==> config.mk <==
export PLATFORM = sky130hd
export DESIGN_NAME = uart_tx_arb
export DESIGN_NICKNAME = d
export VERILOG_FILES = /design/src/rtl/uart_tx_arb.sv
export SDC_FILE = /design/constraint.sdc
export NUM_CORES = 1
export LEC_CHECK = 0
export ABC_AREA = 1
export CORE_ASPECT_RATIO = 0.7
export CORE_MARGIN = 2
export CORE_UTILIZATION = 35
export DETAILED_ROUTE_END_ITERATION = 8
export PLACE_DENSITY = 0.68
export SYNTH_ARGS = -nofsm -noshare
export SYNTH_HDL_FRONTEND = slang
export SYNTH_SLANG_ARGS = --single-unit
==> constraint.sdc <==
create_clock -name i_clk -period 2.8 [get_ports i_clk]
set_input_delay 0.42 -clock i_clk [delete_from_list [all_inputs] [get_ports i_clk]]
set_output_delay 0.42 -clock i_clk [all_outputs]
set_load 0.05 [all_outputs]
==> src/rtl/uart_tx_arb.sv <==
// Round-robin packet arbiter feeding the uart_tx write port.
// Grants whole packets, optionally prefixed by an {id, len-1} header.
module uart_tx_arb #(
  parameter int NumReq = 4,
  parameter int IdBits = 4
) (
  input  logic                   i_clk,
  input  logic                   i_rst_n,
  input  logic                   c_enable,
  input  logic                   c_hdr_en,
  input  logic [NumReq-1:0]      i_req,
  input  logic [NumReq-1:0][3:0] i_len_m1,
  input  logic [NumReq-1:0][7:0] i_data,
  output logic [NumReq-1:0]      o_ack,
  output logic [NumReq-1:0]      o_grant,
  output logic                   o_busy,
  input  logic                   i_fifo_full,
  output logic                   o_fifo_write,
  output logic [7:0]             o_fifo_wdata
);

  localparam int IdxW = (NumReq > 1) ? $clog2(NumReq) : 1;
  localparam int SumW = IdxW + 1;
  localparam logic [NumReq-1:0] One = 1;

  typedef enum logic [1:0] {
    IDLE,
    HEADER,
    PAYLOAD
  } state_t;

  state_t            state;
  logic [IdxW-1:0]   ptr;
  logic [IdxW-1:0]   gidx;
  logic [3:0]        cnt;
  logic [3:0]        len_q;
  logic [NumReq-1:0] rot;
  logic [IdxW-1:0]   pick;
  logic              pick_ok;
  logic [SumW-1:0]   sum;

  // Rotate so bit 0 is the pointer; lowest set bit wins.
  always_comb begin
    rot = NumReq'({i_req, i_req} >> ptr);
    pick_ok = 1'b0;
    pick = '0;
    sum = '0;
    for (int k = NumReq - 1; k >= 0; k--) begin
      if (rot[k]) begin
        pick_ok = 1'b1;
        sum = SumW'(ptr) + SumW'(k);
        if (sum >= SumW'(NumReq)) begin
          sum = sum - SumW'(NumReq);
        end
        pick = sum[IdxW-1:0];
      end
    end
  end

  assign o_busy       = (state != IDLE);
  assign o_fifo_write = o_busy && !i_fifo_full;

  always_comb begin
    o_fifo_wdata = '0;
    o_ack = '0;
    unique case (state)
      HEADER:  o_fifo_wdata = {IdBits'(gidx), len_q};
      PAYLOAD: begin
        o_fifo_wdata = i_data[gidx];
        if (!i_fifo_full) begin
          o_ack = o_grant;
        end
      end
      default: o_fifo_wdata = '0;
    endcase
  end

  always_ff @(posedge i_clk or negedge i_rst_n) begin
    if (!i_rst_n) begin
      state   <= IDLE;
      o_grant <= '0;
      ptr     <= '0;
      gidx    <= '0;
      cnt     <= '0;
      len_q   <= '0;
    end else begin
      unique case (state)
        IDLE: begin
          if (c_enable && pick_ok) begin
            o_grant <= One << pick;
            gidx    <= pick;
            len_q   <= i_len_m1[pick];
            cnt     <= '0;
            ptr     <= (pick == IdxW'(NumReq - 1)) ? '0 : pick + 1'b1;
            state   <= c_hdr_en ? HEADER : PAYLOAD;
          end
        end
        HEADER: begin
          if (!i_fifo_full) begin
            state <= PAYLOAD;
          end
        end
        PAYLOAD: begin
          if (!i_fifo_full) begin
            cnt <= cnt + 1'b1;
            if (cnt == len_q) begin
              state   <= IDLE;
              o_grant <= '0;
            end
          end
        end
        default: state <= IDLE;
      endcase
    end
  end

endmodule
==> metrics.md, run 1 <==
| Metric | Value |
|---|---|
| CP peak stage delay | `0.84 ns` |
| Via/cell ratio | `4.82` |
| CTS Hold Bufs | `0` |
| Sequential cell area fraction in the yosys report | `0.261` |
| Async S/R FF share, synth | `1.00` |
| Grt ovf | `0` |
| Final setup margin | `0.411 ns` |
| Post-CTS Setup Inserts | `0` |
| Power density over cell area | `1040 nW/um^2` |
| CP Capture Type | `output port` |
| Final Slew Violations | `0` |
| Status | `finished, final reports clean` |
| Critical path class | `flop to output port` |
| DR iter-0 viols | `95` |
| Clk pwr share | `0.067` |
| Root Buffer | `clkbuf_8` |
| Ratio of cells with drive above 1 in the final layout | `0.135` |
| Sequential power share | `0.193` |
| Total Wirelength | `5040 um` |
| Period utilization | `0.853` |
| ANT nets after route | `0` |
| Primary FF master, synth | `dfrtp_1` |
| Commonest non-fill, non-tap cell in the layout | `nand2_1` |
| Critical Path AT | `1.97 ns` |
| Pin count of the biggest net entering global routing | `19` |
| Synth Net Count | `329` |
| Die width | `88.0 um` |
| Final hold vios | `0` |
| Critical Path RT | `2.38 ns` |
| Worst path top cell family by delay | `buffers and inverters` |
| Hold crit path type | `flop to flop` |
| Layout area overhead | `45.7%` |
| Avg WL per Cell | `12.5 um` |
| Drt pass-1 iters | `4` |
| Setup TNS | `0 ns` |
| CTS clk-pin slew, worst paths | `0.06 ns` |
| Final Net Count | `400` |
| Worst Setup Start Kind | `flop` |
| First-pass GRT wire length | `8120 um` |
| Starting Density | `0.363` |
| Worst Tran Pin Value | `0.820 ns` |
| Vias in the first global route | `1789` |
| Ports | `75` |
| Die height | `62.8 um` |
| N_diodes | `0` |
| Tot GR Track Use | `0.183` |
| Min Tclk post-route | `2.39 ns` |
| H-tree Lvls | `1` |
| PortBufs | `74` |
| Area of the mapped netlist | `1730 um^2` |
| Clk_skew | `0.00112 ns` |
| Core Rows | `21` |
| Critical-path top delay cell | `clkdlybuf4s50_1` |
| Dpl ws | `0.488 ns` |
| CTS buffer count | `3` |
| Most common cell on crit path | `inv_1` |
| Max cap viols | `0` |
| RSZ-0062 raised after global routing | `no` |
| GP Congestion | `0.817` |
| Die area | `5520 um^2` |
| Clk buf depth | `2` |
| Switching power | `0.00149 W` |
| Worst VDD drop | `0.456 mV` |
| Gate power share | `0.740` |
| # setup viols final | `0` |
| Hpwl dp | `4040 um` |
| Remaining DRCs | `0` |
| Leak | `1.18 nW` |
| # resized after CTS | `0` |
| Sw Ratio | `0.570` |
| Vias after detailed routing | `1939` |
| Clock latency on the worst-skew pair | `0.25 ns` |
| Post-synth cell types | `29` |
| Post-Syn Instances | `264` |
| Top post-synthesis cells by area | `dfrtp_1 (26%), nand2_1 (15%), nand3_1 (8.4%), nor2_1 (8.0%), o21ai_0 (6.7%)` |
| Cell taking the most area after synthesis | `dfrtp_1` |
| Post-synth top area share | `0.261` |
| Core Region | `4760 um^2` |
| Cells along the critical path | `inv_1 -> ha_1 -> inv_1 -> clkdlybuf4s50_1` |
| Antenna violations before repair | `0` |
| Max FO, Critical Path | `4` |
| Most frequent cells in the layout | `nand2_1 (70), clkdlybuf4s50_1 (62), nor2_1 (37)` |
| Rel. slew slack | `0.451` |
| Sum of buffers and inverters on the critical path | `3` |
| Num Clock Sinks | `18` |
| Highest Clock Rate | `419 MHz` |
| P_int | `0.00112 W` |
| Number of synthesized flops with an enable pin | `0` |
| Synth Warn # | `0` |
| Post-Syn Area per Cell | `6.55 um^2` |
| CTS tree | `built` |
| Yosys reg bits | `18` |
metal layers:
| metal | share of wire | routed length, um | global-route usage |
|---|---|---|---|
| met4 | 0.0050 | 25 | 0.0288 |
| met5 | 0 | 0 | 0 |
| met1 | 0.50 | 2530 | 0.259 |
| met3 | 0.091 | 458 | 0.0423 |
| met2 | 0.40 | 2030 | 0.288 |
path summary, 6_finish.rpt:
path / endpoint / slack (ns) / from / cells after the start
max: o_busy / 0.41 / state[0]$_DFFE_PN0P_ / 4
min: state[1]$_DFFE_PN0P_ / 0.51 / state[1]$_DFFE_PN0P_ / 2
max in group asynchronous: len_q[3]$_DFFE_PN0P_ / 1.65 / i_rst_n / 1
min in group asynchronous: cnt[3]$_DFFE_PN0P_ / 0.64 / i_rst_n / 1
max reg2reg: ptr[1]$_DFFE_PN0P_ / 0.74 / ptr[0]$_DFFE_PN0P_ / 10
min reg2reg: state[1]$_DFFE_PN0P_ / 0.51 / state[1]$_DFFE_PN0P_ / 2
cell type report:
type / count / area (um^2)
Fill cell: 476 / 2240
Clock buffer: 3 / 41.3
Tap cell: 69 / 86.3
Sequential cell: 18 / 450
Timing Repair Buffer: 75 / 718
Inverter: 20 / 80.1
Multi-Input combinational cell: 217 / 1140
worst min-delay path: stages (launching register included):
cell and delay [ns]:
dfrtp_1 0.37, nand2_1 0.05, o21ai_0 0.06
registers in the layout, summed over array words and instances (netlist names):
signal and count:
cnt 4, gidx 2, o_grant 4, len_q 4, ptr 2, state 2
cells in the mapped netlist (2+ instances only):
library cell  instances
nand2_1              70
or2_2                 3
nand2_4               4
dfrtp_1              18
nand3_2               2
buf_6                 3
xnor2_1               2
ha_1                  8
nand2_2              12
a21oi_1               5
nor2_1               37
nor2_4                2
o21ai_0              23
nand3_1              29
o22ai_1               6
inv_1                16
clkbuf_1              5
a22oi_1               4
xor2_1                3
inv_2                 3
power groups by stage:
stage / registers (W) / clock network (W) / logic [W]
3_5_place_dp: 0.000506 / 0 / 0.00193
2_1_floorplan: 0.000490 / 0 / 0.00148
5_1_grt: 0.000518 / 0.000191 / 0.00216
6_report: 0.000503 / 0.000175 / 0.00193
3_3_place_gp: 0.000507 / 0 / 0.00193
4_1_cts: 0.000503 / 0.000181 / 0.00194
kinds of logic after synthesis:
logic type                 synth area share
AOI/OAI and AO/OA                     0.138
xor gates and xnor gates             0.0253
buffers and inverters                0.0789
adders and majority gates            0.0579
DFF                                   0.261
and+or+nand+nor                       0.440
metrics by stage:
stage          area [um^2]  hold WS (ns)  power, W   util  instances
6_report              2520         0.515   0.00261  0.529        402
5_1_grt               2520         0.531   0.00287  0.529        402
4_1_cts               2520         0.517   0.00263  0.529        402
3_5_place_dp          2480         0.498   0.00243  0.521        399
3_3_place_gp          2480         0.495   0.00243  0.521        399
2_1_floorplan         1730         0.124   0.00197      -        264
(Power assumes the default switching activity.)
==> run 2, diff against run 1 <==
--- a/config.mk
+++ b/config.mk
@@ -6,11 +6,14 @@
 export NUM_CORES = 1
 export LEC_CHECK = 0
 export ABC_AREA = 1
+export CELL_PAD_IN_SITES_DETAIL_PLACEMENT = 1
+export CELL_PAD_IN_SITES_GLOBAL_PLACEMENT = 2
 export CORE_ASPECT_RATIO = 0.7
 export CORE_MARGIN = 2
-export CORE_UTILIZATION = 35
+export CORE_UTILIZATION = 23
 export DETAILED_ROUTE_END_ITERATION = 8
-export PLACE_DENSITY = 0.68
+export PLACE_DENSITY_LB_ADDON = 0.1
+export RECOVER_POWER = 25
 export SYNTH_ARGS = -nofsm -noshare
 export SYNTH_HDL_FRONTEND = slang
 export SYNTH_SLANG_ARGS = --single-unit
==> run 2 against run 1 <==
Clock power rose by 23%. Fmax fell by 1.1%. Setup slack got worse by 0.026 ns. Routed wire length rose by 17%. Critical path depth did not move. Via count fell by 2.4%. Highest routed layer unchanged. Clock-buffer cell count rose by 1. Non-clock buffer count rose by 1. Flip-flop and latch count did not move. Die area rose by 49%. First-iteration DRC count fell by 36%.
==> metrics.md, run 2 (synthesis results as in run 1) <==
| Metric | Value |
|---|---|
| Status | `finished, final reports clean` |
| Worst VDD drop | `0.257 mV (-44%)` |
| Clk pwr share | `0.077 (+0.010)` |
| Pin count of the biggest net entering global routing | `19 (unchanged)` |
| Remaining DRCs | `0 (unchanged)` |
| ANT nets after route | `0 (unchanged)` |
| Final Slew Violations | `0 (unchanged)` |
| # resized after CTS | `0 (unchanged)` |
| Final Net Count | `401 (+0.25%)` |
| # fillers | `934 (+96%)` |
| Setup TNS | `0 ns (unchanged)` |
| Antenna violations before repair | `0 (unchanged)` |
| Worst Setup Start Kind | `flop` |
| CTS buffer count | `3 (unchanged)` |
| CTS clk-pin slew, worst paths | `0.07 ns (about the same)` |
| Sequential power share | `0.183 (-0.010)` |
| Hpwl dp | `4830 um (+20%)` |
| Critical Path AT | `1.99 ns (+0.02 ns)` |
| Vias after detailed routing | `1892 (-2.4%)` |
| Sw Ratio | `0.561 (-0.00898)` |
| Total Wirelength | `5880 um (+17%)` |
| Die height | `76.5 um (+22%)` |
| DR iter-0 viols | `61 (-36%)` |
| Highest Clock Rate | `414 MHz (-1.1%)` |
| Power density over cell area | `1050 nW/um^2 (+1.3%)` |
| Max cap viols | `0 (unchanged)` |
| Vias in the first global route | `1952 (+9.1%)` |
| Core Region | `7290 um^2 (+53%)` |
| Grt ovf | `0 (unchanged)` |
| CP peak stage delay | `0.84 ns (about the same)` |
| Layout area overhead | `53.4%` |
| CTS Hold Bufs | `0 (unchanged)` |
| First-pass GRT wire length | `9870 um (+22%)` |
| P_int | `0.00122 W (+8.9%)` |
| Num Clock Sinks | `18 (unchanged)` |
| Starting Density | `0.237 (-0.126)` |
| Leak | `1.21 nW (+2.5%)` |
| Clock latency on the worst-skew pair | `0.25 ns (about the same)` |
| Via/cell ratio | `4.37 (-9.4%)` |
| Worst hold slack | `0.523 ns (+0.00811 ns)` |
| Ports | `75 (unchanged)` |
| Cells along the critical path | `inv_1 -> ha_1 -> inv_1 -> clkdlybuf4s50_1` |
| Drt pass-1 iters | `4 (unchanged)` |
| Most common cell on crit path | `inv_1` |
| Avg WL per Cell | `13.6 um (+8.2%)` |
| Gate power share | `0.740 (about the same)` |
| Critical-path top delay cell | `clkdlybuf4s50_1` |
| Max FO, Critical Path | `4 (unchanged)` |
| Core Rows | `26 (+24%)` |
| Biggest regs | `cnt x4, len_q x4, o_grant x4` |
| Rel. slew slack | `0.416 (-0.0354)` |
| Min Tclk post-route | `2.41 ns (+0.0258 ns)` |
| Commonest non-fill, non-tap cell in the layout | `nand2_1` |
| RSZ-0062 raised after global routing | `no` |
| CTS tree | `built` |
| Final hold vios | `0 (unchanged)` |
| Post-CTS Setup Inserts | `0 (unchanged)` |
| Period utilization | `0.862 (+0.00920)` |
| Critical path class | `flop to output port` |
| Layout Utilization | `0.364 (-0.166)` |
| Die width | `108 um (+22%)` |
| # setup viols final | `0 (unchanged)` |
| Clk_skew | `0.00223 ns (+0.00111 ns)` |
| Critical Path RT | `2.38 ns (about the same)` |
| Die area | `8230 um^2 (+49%)` |
| Worst Tran Pin Value | `0.873 ns (+0.0528 ns)` |
| GP Congestion | `0.736 (-10%)` |
| Most frequent cells in the layout | `nand2_1 (70), clkdlybuf4s50_1 (61), nor2_1 (37)` |
| Switching power | `0.00156 W (+5.0%)` |
| Fin area | `2650 um^2 (+5.3%)` |
| Clk buf depth | `2 (unchanged)` |
| CP Capture Type | `output port` |
| N_diodes | `0 (unchanged)` |
| PortBufs | `74 (unchanged)` |
| Root Buffer | `clkbuf_8` |
| Placed cell area | `2590 um^2 (+4.8%)` |
| Hold crit path type | `flop to flop` |
| Ratio of cells with drive above 1 in the final layout | `0.140 (+0.00516)` |
| Tot GR Track Use | `0.149 (-0.0335)` |
| H-tree Lvls | `1 (unchanged)` |
-- run 2: final cells by class --
cell class	instances	area, um^2	area share
Multi-Input combinational cell	217	1140	0.431
Timing Repair Buffer	76	801	0.302
Sequential cell	18	450	0.170
Tap cell	98	123	0.0463
Inverter	20	80.1	0.0302
Clock buffer	4	55.1	0.0208
-- run 2: routing by layer --
| layer | global-route usage | vias up | share of wire |
|---|---|---|---|
| met4 | 0.0256 | 0 | 0.011 |
| li1 | - | 1000 | - |
| met1 | 0.231 | 835 | 0.55 |
| met3 | 0.0282 | 6 | 0.048 |
| met2 | 0.213 | 51 | 0.40 |
| met5 | 0 | - | 0 |
-- run 2: metrics by stage --
| stage | worst slack (ns) | total power (W) | cells |
|---|---|---|---|
| 3_3_place_gp | 0.540 | 0.00258 | 429 |
| 3_5_place_dp | 0.502 | 0.00260 | 429 |
| 4_1_cts | 0.374 | 0.00283 | 433 |
| 6_report | 0.385 | 0.00278 | 433 |
| 2_1_floorplan | 0.450 | 0.00197 | 264 |
| 5_1_grt | 0.231 | 0.00309 | 433 |
-- run 2: worst max-delay path, delay by kind of cell (launching register included) --
kind                       cells  cell delay [ns]
buffers and inverters          3             1.09
DFF                            1             0.42
adders and majority gates      1             0.23
-- run 2: final timing paths --
path	start	endpoint	slack, ns	cells after the start
max	state[0]$_DFFE_PN0P_	o_busy	0.39	4
min	o_grant[3]$_DFFE_PN0P_	o_grant[3]$_DFFE_PN0P_	0.52	2
max reg2reg	state[0]$_DFFE_PN0P_	o_grant[0]$_DFFE_PN0P_	0.67	8
min reg2reg	o_grant[3]$_DFFE_PN0P_	o_grant[3]$_DFFE_PN0P_	0.52	2
max in group asynchronous	i_rst_n	len_q[0]$_DFFE_PN0P_	1.54	1
min in group asynchronous	i_rst_n	o_grant[0]$_DFFE_PN0P_	0.72	1
-- run 2: power by group through the flow --
stage          Combinational, W  Sequential (W)  Clock [W]
6_report                0.00206        0.000508   0.000215
5_1_grt                 0.00232        0.000532   0.000238
4_1_cts                 0.00210        0.000510   0.000225
3_5_place_dp            0.00209        0.000515          0
3_3_place_gp            0.00207        0.000511          0
2_1_floorplan           0.00148        0.000490          0
==> run 3, diff against run 2 <==
==> constraint.sdc (replaced) <==
create_clock -name i_clk -period 2.93 [get_ports i_clk]
set_input_delay 0.4395 -clock i_clk [delete_from_list [all_inputs] [get_ports i_clk]]
set_output_delay 0.4395 -clock i_clk [all_outputs]
set_load 0.05 [all_outputs]
==> run 3 against run 2 <==
Sequential share of layout area is 0.36 points higher. Total power is 6.0% lower. Critical path depth is 2 higher.
==> metrics.md, run 3 (synthesis results as in run 1) <==
| Metric | Value |
|---|---|
| Tot GR Track Use | `0.147 (-0.00195)` |
| Critical Path RT | `2.49 ns (+0.11 ns)` |
| Final Net Count | `403 (+0.50%)` |
| DR iter-0 viols | `69 (+13%)` |
| Power density over cell area | `1010 nW/um^2 (-4.0%)` |
| Ports | `75 (unchanged)` |
| ANT nets after route | `0 (unchanged)` |
| Final Slew Violations | `0 (unchanged)` |
| Reg2reg start | `ptr[0]$_DFFE_PN0P_` |
| Worst Setup Start Kind | `input pin` |
| Min Tclk post-route | `2.53 ns` |
| Most frequent cells in the layout | `nand2_1 (70), clkdlybuf4s50_1 (63), nor2_1 (37)` |
| CTS clk-pin slew, worst paths | `0.07 ns (about the same)` |
| Clk_skew | `0.00505 ns (+0.00282 ns)` |
| CTS Hold Bufs | `0 (unchanged)` |
| Core Region | `7290 um^2 (unchanged)` |
| Rel. slew slack | `0.420 (+0.00401)` |
| RSZ-0062 raised after global routing | `no` |
| Vias in the first global route | `1974 (+1.1%)` |
| Max FO, Critical Path | `1 (-3)` |
| Worst Tran Pin Value | `0.867 ns (-0.00599 ns)` |
| Register area | `450 um^2 (unchanged)` |
| Area of the multi-input gates | `1140 um^2 (unchanged)` |
| N_diodes | `0 (unchanged)` |
| Antenna violations before repair | `0 (unchanged)` |
| H-tree Lvls | `1 (unchanged)` |
| Critical path origin | `i_data[6]` |
| Drt pass-1 iters | `4 (unchanged)` |
| Total Wirelength | `5870 um (-0.20%)` |
| Layout Utilization | `0.356 (-0.00755)` |
| Hpwl dp | `4810 um (-0.39%)` |
| Via/cell ratio | `4.42 (+1.2%)` |
| Num Clock Sinks | `18 (unchanged)` |
| Clock latency on the worst-skew pair | `0.26 ns (about the same)` |
| Biggest regs | `cnt x4, len_q x4, o_grant x4` |
| CTS tree | `built` |
| # resized after CTS | `0 (unchanged)` |
| Grt ovf | `0 (unchanged)` |
| GP Congestion | `0.751 (+2.1%)` |
| Ratio of cells with drive above 1 in the final layout | `0.139 (-0.000833)` |
| Hold crit path type | `flop to flop` |
| Starting Density | `0.237 (unchanged)` |
| Leak | `1.20 nW (-0.97%)` |
| Die width | `108 um (unchanged)` |
| Worst Min Path Start | `o_grant[0]$_DFFE_PN0P_` |
| Post-CTS Setup Inserts | `0 (unchanged)` |
| Status | `finished, final reports clean` |
| Critical Path AT | `2.09 ns (+0.10 ns)` |
| First-pass GRT wire length | `9820 um (-0.56%)` |
| Root Buffer | `clkbuf_8` |
| Clk buf depth | `2 (unchanged)` |
| Max cap viols | `0 (unchanged)` |
| Worst VDD drop | `0.259 mV (+0.76%)` |
| Die height | `76.5 um (unchanged)` |
| Vias after detailed routing | `1923 (+1.6%)` |
| PortBufs | `74 (unchanged)` |
| Final hold vios | `0 (unchanged)` |
| CP Capture Type | `output port` |
| Setup TNS | `0 ns (unchanged)` |
| Pin count of the biggest net entering global routing | `19 (unchanged)` |
| Worst hold slack | `0.514 ns (-0.00947 ns)` |
| # setup viols final | `0 (unchanged)` |
| Layout area overhead | `50.2%` |
| Critical path class | `input pin to output port` |
| Die area | `8230 um^2 (unchanged)` |
| Power Total | `0.00261 W (-6.0%)` |
| Remaining DRCs | `0 (unchanged)` |
| # fillers | `953 (+2.0%)` |
| Core Rows | `26 (unchanged)` |
| Period utilization | `0.865` |
| Commonest non-fill, non-tap cell in the layout | `nand2_1` |
| Highest Clock Rate | `395 MHz` |
| CTS buffer count | `3 (unchanged)` |
| Avg WL per Cell | `13.5 um (-0.66%)` |
run 3: cell types whose count changed in the layout (fill, tap and decap cells not counted):
cell / previous run / this run
buf_12: 6 / 0
buf_4: 8 / 14
clkdlybuf4s50_1: 61 / 63
run 3: worst paths after layout:
| kind | end | slack (ns) | cells past startpoint |
|---|---|---|---|
| worst min-delay path | o_grant[0]$_DFFE_PN0P_ | 0.51 | 2 |
| worst max-delay path | o_fifo_wdata[6] | 0.40 | 6 |
| max in group asynchronous | len_q[3]$_DFFE_PN0P_ | 1.66 | 1 |
| worst min register to register | o_grant[0]$_DFFE_PN0P_ | 0.51 | 2 |
| min in group asynchronous | o_grant[0]$_DFFE_PN0P_ | 0.73 | 1 |
| worst max register to register | ptr[1]$_DFFE_PN0P_ | 0.80 | 10 |
run 3: cell type report:
class | count | share of cell area
clock buffers | 4 | 0.0212
inverters | 20 | 0.0309
multi-input cells | 217 | 0.440
flip-flops and latches | 18 | 0.174
well taps | 98 | 0.0473
repair buffers | 78 | 0.287
run 3: report_power, final:
group / total (W) / leakage, nW / switching, W / internal (W)
logic: 0.00192 / 0.942 / 0.00126 / 0.000660
clock network: 0.000211 / 0.0288 / 0.0000914 / 0.000120
registers: 0.000484 / 0.231 / 0.000139 / 0.000345
total: 0.00261 / 1.20 / 0.00149 / 0.00112
run 3: through the flow:
step                      setup slack (ns)  cells  cell area [um^2]
after floorplan                      0.561    264              1730
after CTS                            0.399    435              2590
final                                0.396    435              2590
after detailed placement             0.401    431              2540
after global routing                 0.214    435              2590
after global placement               0.393    431              2540
run 3: worst max-delay path, cell delays in order:
cell	delay, ns
clkdlybuf4s50_1	0.45
nor2_1	0.04
nor2_1	0.09
o21ai_0	0.10
a21oi_1	0.16
clkdlybuf4s50_1	0.81
run 3: layer usage:
metal | track usage | vias up | wire length (um)
met5 | 0 | - | 0
met4 | 0.0154 | 0 | 17
met3 | 0.0342 | 3 | 346
met2 | 0.210 | 48 | 2290
met1 | 0.228 | 869 | 3210
li1 | - | 1003 | -
